--- src/rtl/keypad_matrix_scanner.sv ---
// keypad_matrix_scanner
// Scans a 4x4 active-low keypad one row at a time and debounces whole scan
// frames. It reports one key_valid pulse per accepted press.
// Optional build macro: KEYPAD_REPEAT_EN adds auto-repeat while a key is held.
// When the macro is undefined, REPEAT_DELAY and REPEAT_RATE only size the
// shared frame counter and no repeat logic is built.

module keypad_matrix_scanner #(
    parameter int SCAN_DIV     = 5000,
    parameter int DEBOUNCE     = 4,
    parameter int REPEAT_DELAY = 64,
    parameter int REPEAT_RATE  = 16
) (
    input  logic       clk100MHZ,
    input  logic       rst,
    output logic [3:0] ROW,
    input  logic [3:0] COL,
    output logic [3:0] key_code,
    output logic       key_valid,
    output logic       key_down
);

    localparam int TW    = $clog2(SCAN_DIV);
    localparam int FMAX0 = (DEBOUNCE > REPEAT_DELAY) ? DEBOUNCE : REPEAT_DELAY;
    localparam int FMAX  = (FMAX0 > REPEAT_RATE) ? FMAX0 : REPEAT_RATE;
    localparam int FW    = $clog2(FMAX + 1);

    localparam logic [TW-1:0] TICK_LAST = TW'(SCAN_DIV - 1);
    localparam logic [FW-1:0] DEB_N     = FW'(DEBOUNCE);
    localparam logic [FW-1:0] FRAME_MAX = FW'(FMAX);
`ifdef KEYPAD_REPEAT_EN
    localparam logic [FW-1:0] DELAY_N   = FW'(REPEAT_DELAY);
    localparam logic [FW-1:0] RATE_N    = FW'(REPEAT_RATE);
`endif

    typedef enum logic [1:0] {
        ST_IDLE,
        ST_DEBOUNCE,
        ST_PRESSED,
        ST_RELEASE
    } state_t;

    logic [3:0]    col_s1;
    logic [3:0]    col_s2;
    logic [TW-1:0] tick_cnt;
    logic [1:0]    row_idx;
    logic [15:0]   samples;
    logic          tick;
    logic          frame_done;

    logic [15:0]   frame_now;
    logic [15:0]   low;
    logic          frame_none;
    logic          frame_single;
    logic [3:0]    frame_code;

    state_t        state;
    state_t        state_n;
    logic [FW-1:0] cnt;
    logic [FW-1:0] cnt_n;
    logic [FW-1:0] cnt_inc;
    logic [3:0]    cand;
    logic [3:0]    cand_n;
    logic [3:0]    code_n;
    logic          valid_n;
    logic          down_n;
`ifdef KEYPAD_REPEAT_EN
    logic          rep_first;
    logic          rep_first_n;
`endif

    assign tick       = (tick_cnt == TICK_LAST);
    assign frame_done = tick && (row_idx == 2'd3);
    assign ROW        = ~(4'b0001 << row_idx);
    assign cnt_inc    = (cnt == FRAME_MAX) ? cnt : cnt + FW'(1);

    // Synchronize COL, run the row-step timer and latch each row's columns at the end of its window
    always_ff @(posedge clk100MHZ) begin
        if (rst) begin
            col_s1   <= '0;
            col_s2   <= '0;
            tick_cnt <= '0;
            row_idx  <= 2'd0;
            samples  <= 16'hFFFF;
        end else begin
            col_s1   <= COL;
            col_s2   <= col_s1;
            tick_cnt <= tick ? '0 : tick_cnt + TW'(1);
            if (tick) begin
                samples[{row_idx, 2'b00} +: 4] <= col_s2;
                row_idx <= row_idx + 2'd1;
            end
        end
    end

    // Classify the frame, merging in the row being sampled on this tick
    always_comb begin
        frame_now = samples;
        frame_now[{row_idx, 2'b00} +: 4] = col_s2;
        low          = ~frame_now;
        frame_none   = (low == 16'h0000);
        frame_single = !frame_none && ((low & (low - 16'd1)) == 16'h0000);
        frame_code   = 4'd0;
        for (int i = 0; i < 16; i++) begin
            if (low[i]) begin
                frame_code = 4'(i);
            end
        end
    end

    // Debounce state register and registered key outputs
    always_ff @(posedge clk100MHZ) begin
        if (rst) begin
            state     <= ST_IDLE;
            cnt       <= '0;
            cand      <= 4'd0;
            key_code  <= 4'd0;
            key_valid <= 1'b0;
            key_down  <= 1'b0;
`ifdef KEYPAD_REPEAT_EN
            rep_first <= 1'b0;
`endif
        end else begin
            state     <= state_n;
            cnt       <= cnt_n;
            cand      <= cand_n;
            key_code  <= code_n;
            key_valid <= valid_n;
            key_down  <= down_n;
`ifdef KEYPAD_REPEAT_EN
            rep_first <= rep_first_n;
`endif
        end
    end

    // Next-state logic, advanced only when a full frame has been classified
    always_comb begin
        state_n = state;
        cnt_n   = cnt;
        cand_n  = cand;
        code_n  = key_code;
        valid_n = 1'b0;
        down_n  = key_down;
`ifdef KEYPAD_REPEAT_EN
        rep_first_n = rep_first;
`endif
        if (frame_done) begin
            case (state)
                ST_IDLE: begin
                    if (frame_single) begin
                        if (DEBOUNCE == 1) begin
                            state_n = ST_PRESSED;
                            code_n  = frame_code;
                            valid_n = 1'b1;
                            down_n  = 1'b1;
                            cnt_n   = '0;
`ifdef KEYPAD_REPEAT_EN
                            rep_first_n = 1'b0;
`endif
                        end else begin
                            state_n = ST_DEBOUNCE;
                            cand_n  = frame_code;
                            cnt_n   = FW'(1);
                        end
                    end
                end
                ST_DEBOUNCE: begin
                    if (frame_single && (frame_code == cand)) begin
                        if (cnt_inc >= DEB_N) begin
                            state_n = ST_PRESSED;
                            code_n  = cand;
                            valid_n = 1'b1;
                            down_n  = 1'b1;
                            cnt_n   = '0;
`ifdef KEYPAD_REPEAT_EN
                            rep_first_n = 1'b0;
`endif
                        end else begin
                            cnt_n = cnt_inc;
                        end
                    end else if (frame_single) begin
                        cand_n = frame_code;
                        cnt_n  = FW'(1);
                    end else begin
                        state_n = ST_IDLE;
                        cnt_n   = '0;
                    end
                end
                ST_PRESSED: begin
                    if (frame_none) begin
                        if (DEBOUNCE == 1) begin
                            state_n = ST_IDLE;
                            down_n  = 1'b0;
                            cnt_n   = '0;
                        end else begin
                            state_n = ST_RELEASE;
                            cnt_n   = FW'(1);
                        end
                    end else begin
`ifdef KEYPAD_REPEAT_EN
                        if (cnt_inc >= (rep_first ? RATE_N : DELAY_N)) begin
                            valid_n     = 1'b1;
                            cnt_n       = '0;
                            rep_first_n = 1'b1;
                        end else begin
                            cnt_n = cnt_inc;
                        end
`endif
                    end
                end
                ST_RELEASE: begin
                    if (frame_none) begin
                        if (cnt_inc >= DEB_N) begin
                            state_n = ST_IDLE;
                            down_n  = 1'b0;
                            cnt_n   = '0;
                        end else begin
                            cnt_n = cnt_inc;
                        end
                    end else begin
                        state_n = ST_PRESSED;
                        cnt_n   = '0;
`ifdef KEYPAD_REPEAT_EN
                        rep_first_n = 1'b0;
`endif
                    end
                end
                default: begin
                    state_n = ST_IDLE;
                    cnt_n   = '0;
                end
            endcase
        end
    end

endmodule
--- config.mk ---
export PLATFORM = sky130hd
export DESIGN_NAME = keypad_matrix_scanner
export DESIGN_NICKNAME = d
export VERILOG_FILES = /design/src/rtl/keypad_matrix_scanner.sv
export SDC_FILE = /design/constraint.sdc
export NUM_CORES = 1
export LEC_CHECK = 0
export ABC_AREA = 1
export CAP_MARGIN = 20
export CORE_UTILIZATION = 50
export CTS_CLUSTER_SIZE = 16
export DETAILED_ROUTE_END_ITERATION = 10
export HOLD_SLACK_MARGIN = 0.08
export PLACE_DENSITY = 0.81
export SETUP_SLACK_MARGIN = 0.05
export SLEW_MARGIN = 10
export SYNTH_ARGS = -nofsm -noshare
export SYNTH_HDL_FRONTEND = slang
export SYNTH_SLANG_ARGS = --single-unit
export TNS_END_PERCENT = 20
--- constraint.sdc ---
create_clock -name clk100MHZ -period 2.9 [get_ports clk100MHZ]
set_input_delay 0.58 -clock clk100MHZ [delete_from_list [all_inputs] [get_ports clk100MHZ]]
set_output_delay 0.58 -clock clk100MHZ [all_outputs]
set_load 0.01 [all_outputs]
== Yosys cells after proc, flatten, opt, wreduce, memory -nomap -nowiden ==
Cells that the tools add are included.
Cells by class
  shift-type cells: 3
  equal/unequal tests: 17
  add/subtract/negate cells: 5
  order comparisons: 1
  multiplexer cells: 41
  bitwise gates (word level): 6
  reduce and logical (&&, ||, !) cells: 16
Operator list (count)
  two-way mux 4 bit: 16
  two-way mux 7 bit: 6
  logical NOT 16 bit: 2
  one-hot mux 7 bit (4 select lines): 1
  AND 16 bit: 1
  bitwise mux 16 bit: 1
  inverter 16 bit: 1
  variable shift 4 x 6 -> 16 bit (first input constant): 1
  variable part select 4 x 6 -> 16 bit: 1
  subtractor 16 x 1 -> 16 bit (second input constant): 1
  two-way mux 2 bit: 7
  inequality test 2 bit (second input constant): 7
  adder 13 x 1 -> 13 bit (second input constant): 1
  equality test 13 bit (second input constant): 1
  AND reduction 6 bit: 2
  inequality test 3 bit (second input constant): 3
  one-hot mux 2 bit (4 select lines): 1
  one-hot mux 4 bit (2 select lines): 1
  adder 7 x 1 -> 7 bit (second input constant): 1
  equality test 7 bit (second input constant): 1
  greater-or-equal comparator 7 x 3 -> 1 bit (second input constant): 1
  two-way mux 1 bit: 7
  equality test 2 bit (second input constant): 3
  negator 4 -> 6 bit: 1
  15 further kinds: 21
Word-level totals
  input bits: 6
  register bits: 58
  output and inout bits: 10

== Longest topological paths before layout ==
  depth after elaboration: 23
  gate-level depth with buffers: 29
  mapped depth without buffers: 28

== Worst setup path after synthesis ==
OpenSTA, ideal clock, no wires.
  kind: flip-flop to flip-flop
  start: register row_idx[0]
  end: register key_code[1]
  cell stages (with the launch flop): 18
  required time: 2783 ps
  setup slack: 17 ps
  buffers on the path: 0
  period minus slack after synthesis: 2883 ps
  data arrival time: 2766 ps
  cell sequence: dfxtp_1 -> inv_1 -> ha_1 -> inv_2 -> nor2_8 -> nand3_2 -> o21ai_4 -> nand2_1 -> nor2_2 -> nand2_1 -> xor2_1 -> a21oi_1 -> o21ai_1 -> nor2_1 -> nand3_2 -> nand3b_1 -> o21ai_0 -> nor2_1
On the way
  cells in the longest elaborated chain, start to end: 22
  elaborated cells on any way between the ends: 31
  classes of those cells: 2 x add/sub; 2 x eq/ne; 2 x shift; 16 x mux; 2 x bitwise; 7 x reduce/logical
RTL lines
  start, declared: line 46  | logic [1:0] row_idx;
  start signal, assigned: line 91  | row_idx <= row_idx + 2'd1;
  negator 4 -> 6 bit: line 99  | frame_now[{row_idx, 2'b00} +: 4] = col_s2;
  variable part select 4 x 6 -> 16 bit / variable shift 4 x 6 -> 16 bit (equally long branches): line 99
  bitwise mux 16 bit: line 99
  inverter 16 bit: line 100  | low = ~frame_now;
  two-way mux 1 bit: line 105  | if (low[i]) begin
  two-way mux 4 bit (14 in a row): line 105
  equality test 4 bit: line 168  | if (frame_single && (frame_code == cand)) begin
  logical AND 1 bit: line 168
  AND reduction 4 bit (no source line) (*)
  end signal, assigned: line 127  | key_code <= code_n;
  end, declared: line 18  | output logic [3:0] key_code,
Every way passes the cells marked *; elsewhere a longest branch is shown, timed or not.
A chain may end at the register's enable or synchronous reset.

== Worst setup path in the final report ==
  start: register row_idx[1]
  end: register cand[3]
On the way
  cells in the longest elaborated chain, start to end: 23
  elaborated cells on any way between the ends: 35
  classes of those cells: 2 x add/sub; 3 x eq/ne; 2 x shift; 19 x mux; 2 x bitwise; 7 x reduce/logical
RTL lines
  negator 4 -> 6 bit: line 99
  variable part select 4 x 6 -> 16 bit / variable shift 4 x 6 -> 16 bit (equally long branches): line 99
  bitwise mux 16 bit: line 99
  inverter 16 bit: line 100
  two-way mux 1 bit: line 105
  two-way mux 4 bit (14 in a row): line 105
  equality test 4 bit: line 168
  logical AND 1 bit: line 168
  inequality test 2 bit (no source line)
  AND reduction 3 bit (no source line)
  end signal, assigned: line 126  | cand <= cand_n;
  end, declared: line 62  | logic [3:0] cand;
Several ways; a longest one is shown, not always the timed one. The select of a mux whose other input is x is not followed.

==> summary.md <==
| Metric | Value |
|---|---|
| Comb pwr share | `0.034` |
| Antenna Cells | `0` |
| First-pass GRT wire length | `roughly 14 mm` |
| Net Sw Frac | `0.218` |
| Crit path launch type | `flip-flop` |
| Total of max-cap violations | `0` |
| CP required | `between 3 and 4 ns` |
| Post-Synth Adder-Cell Area | `0.0265` |
| Top post-synthesis cells by area | `dfxtp_1, nand2_1, inv_1, nor2_1, a21oi_1` |
| Synthesized cell area | `between 3000 and 4000 um^2` |
| Die footprint | `around 6900 um^2` |
| Clock slew seen by the registers of the worst setup and hold paths | `roughly 0.070 ns` |
| Drt pass-1 iters | `6` |
| Max_slew headroom | `0.673` |
| Slowest cell on the critical path | `dfxtp_4` |
| Post-detailed-routing wire length | `8.47 mm` |
| Worst-margin pin slew | `0.491 ns` |
| Total via count in the routed design | `between 3k and 4k` |
| Starting Density | `0.518` |
| Fmax | `around 340 MHz` |
| Number of global-route vias before repair | `just over 3k` |
| Cts hold-fix bufs | `0` |
| Number of synthesized flops with an enable pin | `0` |
| Setup ws final | `-0.0126 ns` |
| Top Ports | `16` |
| Synth Area in Compound Gates | `0.148` |
| Crit path largest cell delay | `roughly 0.36 ns` |
| Worst-skew pair later-pin latency | `about 0.34 ns` |
| Final core utilization | `0.650` |
| Final hold violation count | `0` |
| Final Max Slew Viols | `0` |
| Synthesis Warnings | `0` |
| Min Tclk post-route | `2.91 ns` |
| IO buf count | `15` |
| Placeable Area | `between 6000 and 7000 um^2` |
| P_int | `1330 uW` |
| Syn nets | `~490` |
| Post-synthesis xor/xnor area fraction | `0.0132` |
| DIE WIDTH | `between 80 and 90 um` |
| DP Area | `around 3700 um^2` |
| Share of post-route cells with drive strength above 1 | `0.223` |
| Final Setup Violations | `2` |
| Avg Inst Size Synth | `between 6 and 7 um^2` |
| CP endpoint kind | `flip-flop` |
| CTS Buf Count | `9` |
| Placed cell count | `between 500 and 600` |
| Clk pwr share | `0.489` |
| Cell variety after synth | `between 40 and 50` |
| CTS max path bufs | `2` |
| Grt ovf | `0` |
| Final instance area | `4150 um^2` |
| Lkg Pwr | `0.00197 uW` |
| CTS tree | `built` |
| Critical Path AT | `3.19 ns` |
| Largest family of logic cells by synthesized area | `simple AND/OR/NAND/NOR gates` |
| Htree depth | `3` |
| Yosys reg bits | `between 50 and 60` |
| Seq/Total Area, Yosys | `0.351` |
| Tcrit/Tclk final | `1.00` |
| Site Rows | `29` |
| TritonCTS Sinks | `58` |
| DR WL/cell | `14.0 um` |
| Post-DRT Antenna Nets | `0` |
| Iteration-0 DRC Markers | `302` |
| Post-DP HPWL | `~5.7 mm` |
| Area growth syn-to-layout | `25.5%` |
| Initial antenna violation count | `0` |
| Synth top area share | `0.351` |
| Simple logic cell fraction of the synthesized area | `0.357` |
| CP Class | `flip-flop to flip-flop` |
| Via/cell ratio | `roughly 5.5` |
| Failing checks | `negative setup slack` |
| Root Buffer | `clkbuf_8` |
| Worst Path Max Fanout | `8` |
| Post-route insts no fill | `about 610` |
| Yosys top cell by area | `dfxtp_1` |
| Most frequent cells after synthesis | `nand2_1, inv_1, nor2_1` |
| Sw Pwr | `about 370 uW` |
| Gr usage total | `0.244` |
| Post-Syn Instances | `around 480` |
| Drc violations | `0` |
| Die Ht | `83.3 um` |
| Peak VDD IR | `281 uV` |
| Outcome | `finished with violations` |
| Mux contribution to synthesized area | `0` |
| Type of the most critical hold path | `flip-flop to flip-flop` |
| Critical Path, Cell by Cell | `inv_4 > ha_4 > inv_6 > nor2_8 > nand2_8 > o22ai_4 > nand2_4 > nor2_4 > nand3_1 > nand2_1 > inv_2 > nor3_2 > nand3_1 > nor2_1 > nand4_1 > nand2_2 > nand2_2 > nand3b_1 > nand2_1 > nor2_1` |
| Largest net degree at the start of global routing | `19` |
| Pwr per Cell Area | `409 nW/um^2` |
| Count leader, synth | `nand2_1` |
| Setup Skew | `between 0.004 and 0.005 ns` |
| Sequential share of power | `0.478` |
| RSZ-0062 raised after global routing | `true` |
| Ys async rst share | `0` |
| Final net count | `537` |
| Main flop type after synthesis | `dfxtp_1` |
| Gpl congestion | `a little over 0.9` |
==> cells by family after synthesis <==
logic type      count (synthesis)
fa+ha+maj                       7
flops                          58
buf+inv                        90
compound gates                 76
simple gates                  242
xor+xnor                        5
==> routing by layer <==
layer,global-route usage,up-vias,part of all wire
met5,0,-,0
met4,0.0940,0,0.031
met3,0.0646,30,0.078
met2,0.394,161,0.47
met1,0.310,1489,0.42
li1,-,1634,-
==> final timing paths <==
check,startpoint,endpoint,slack (ns),cells past startpoint
worst max-delay path,row_idx[1],cand[3],-0.01,20
worst min-delay path,col_s1[3],col_s2[3],0.40,2
worst max register to register,row_idx[1],cand[3],-0.01,20
worst min register to register,col_s1[3],col_s2[3],0.40,2
==> per-stage QoR <==
step | hold slack (ns) | power, uW | setup TNS [ns] | worst slack (ns)
2_1_floorplan | 0.388 | 863 | 0 | 0.109
3_3_place_gp | 0.393 | 879 | -0.166 | -0.0624
3_5_place_dp | 0.392 | 881 | -1.27 | -0.181
4_1_cts | 0.409 | 1700 | 0 | 0.0654
5_1_grt | 0.425 | 1750 | -1.33 | -0.197
6_report | 0.405 | 1700 | -0.0156 | -0.0126
==> power groups by stage <==
stage / Clock (uW) / Sequential (uW) / Combinational, uW
2_1_floorplan: 0 / 827 / 36.1
3_3_place_gp: 0 / 828 / 50.9
3_5_place_dp: 0 / 828 / 52.5
4_1_cts: 840 / 810 / 53.6
5_1_grt: 878 / 810 / 64.9
6_report: 829 / 810 / 57.5
==> layout by cell type (no fill, tap or decap), types with 4 or more instances in the layout <==
master           synthesis  final
clkbuf_8                 0     10
dfxtp_1                 58     56
ha_1                     7      4
xor2_1                   4      4
nor2_4                   4      7
o22ai_1                  6      4
clkdlybuf4s50_1          0     15
nor2_1                  69     66
o21ai_0                 13      8
a22oi_1                  8      8
o21ai_2                  4      4
nand3b_1                 5      5
inv_2                    5      7
a21oi_1                 27     25
nand4_1                  9      9
nand2_1                 88     77
nor3_1                  15     14
o21ai_1                  4      8
nand2_2                  9     18
nand3_1                 20     18
inv_1                   78     74
buf_4                    0     26
nor2_2                   6      6
==> state kept, by name, indices dropped and copies added, names as in the netlist, 4 cells and up <==
name      count
cand          4
tick_cnt     13
col_s2        4
col_s1        4
cnt           7
key_code      4
samples      16
==> cell type report <==
type                       count  area, um^2
clock buffer                  10         138
clock inverter                 5        78.8
fill                         526        2230
inverter                      83         319
multi-input combinational    330        2000
sequential                    58        1170
tap                           77        96.3
timing repair buffer          42         357
==> critical path: cells and delay by family (launching register included) <==
kind / cells / cell delay (ns)
simple gates: 15 / 1.81
flops: 1 / 0.36
fa+ha+maj: 1 / 0.30
compound gates: 1 / 0.22
buf+inv: 3 / 0.16
==> timing repair <==
item	CTS	global route
buffers inserted	3	2
pin swaps	11	20
gates cloned	0	0
gates resized for setup	23	33
endpoints found under the setup margin	18	19
Note: power is estimated with default switching activity, not from simulation.
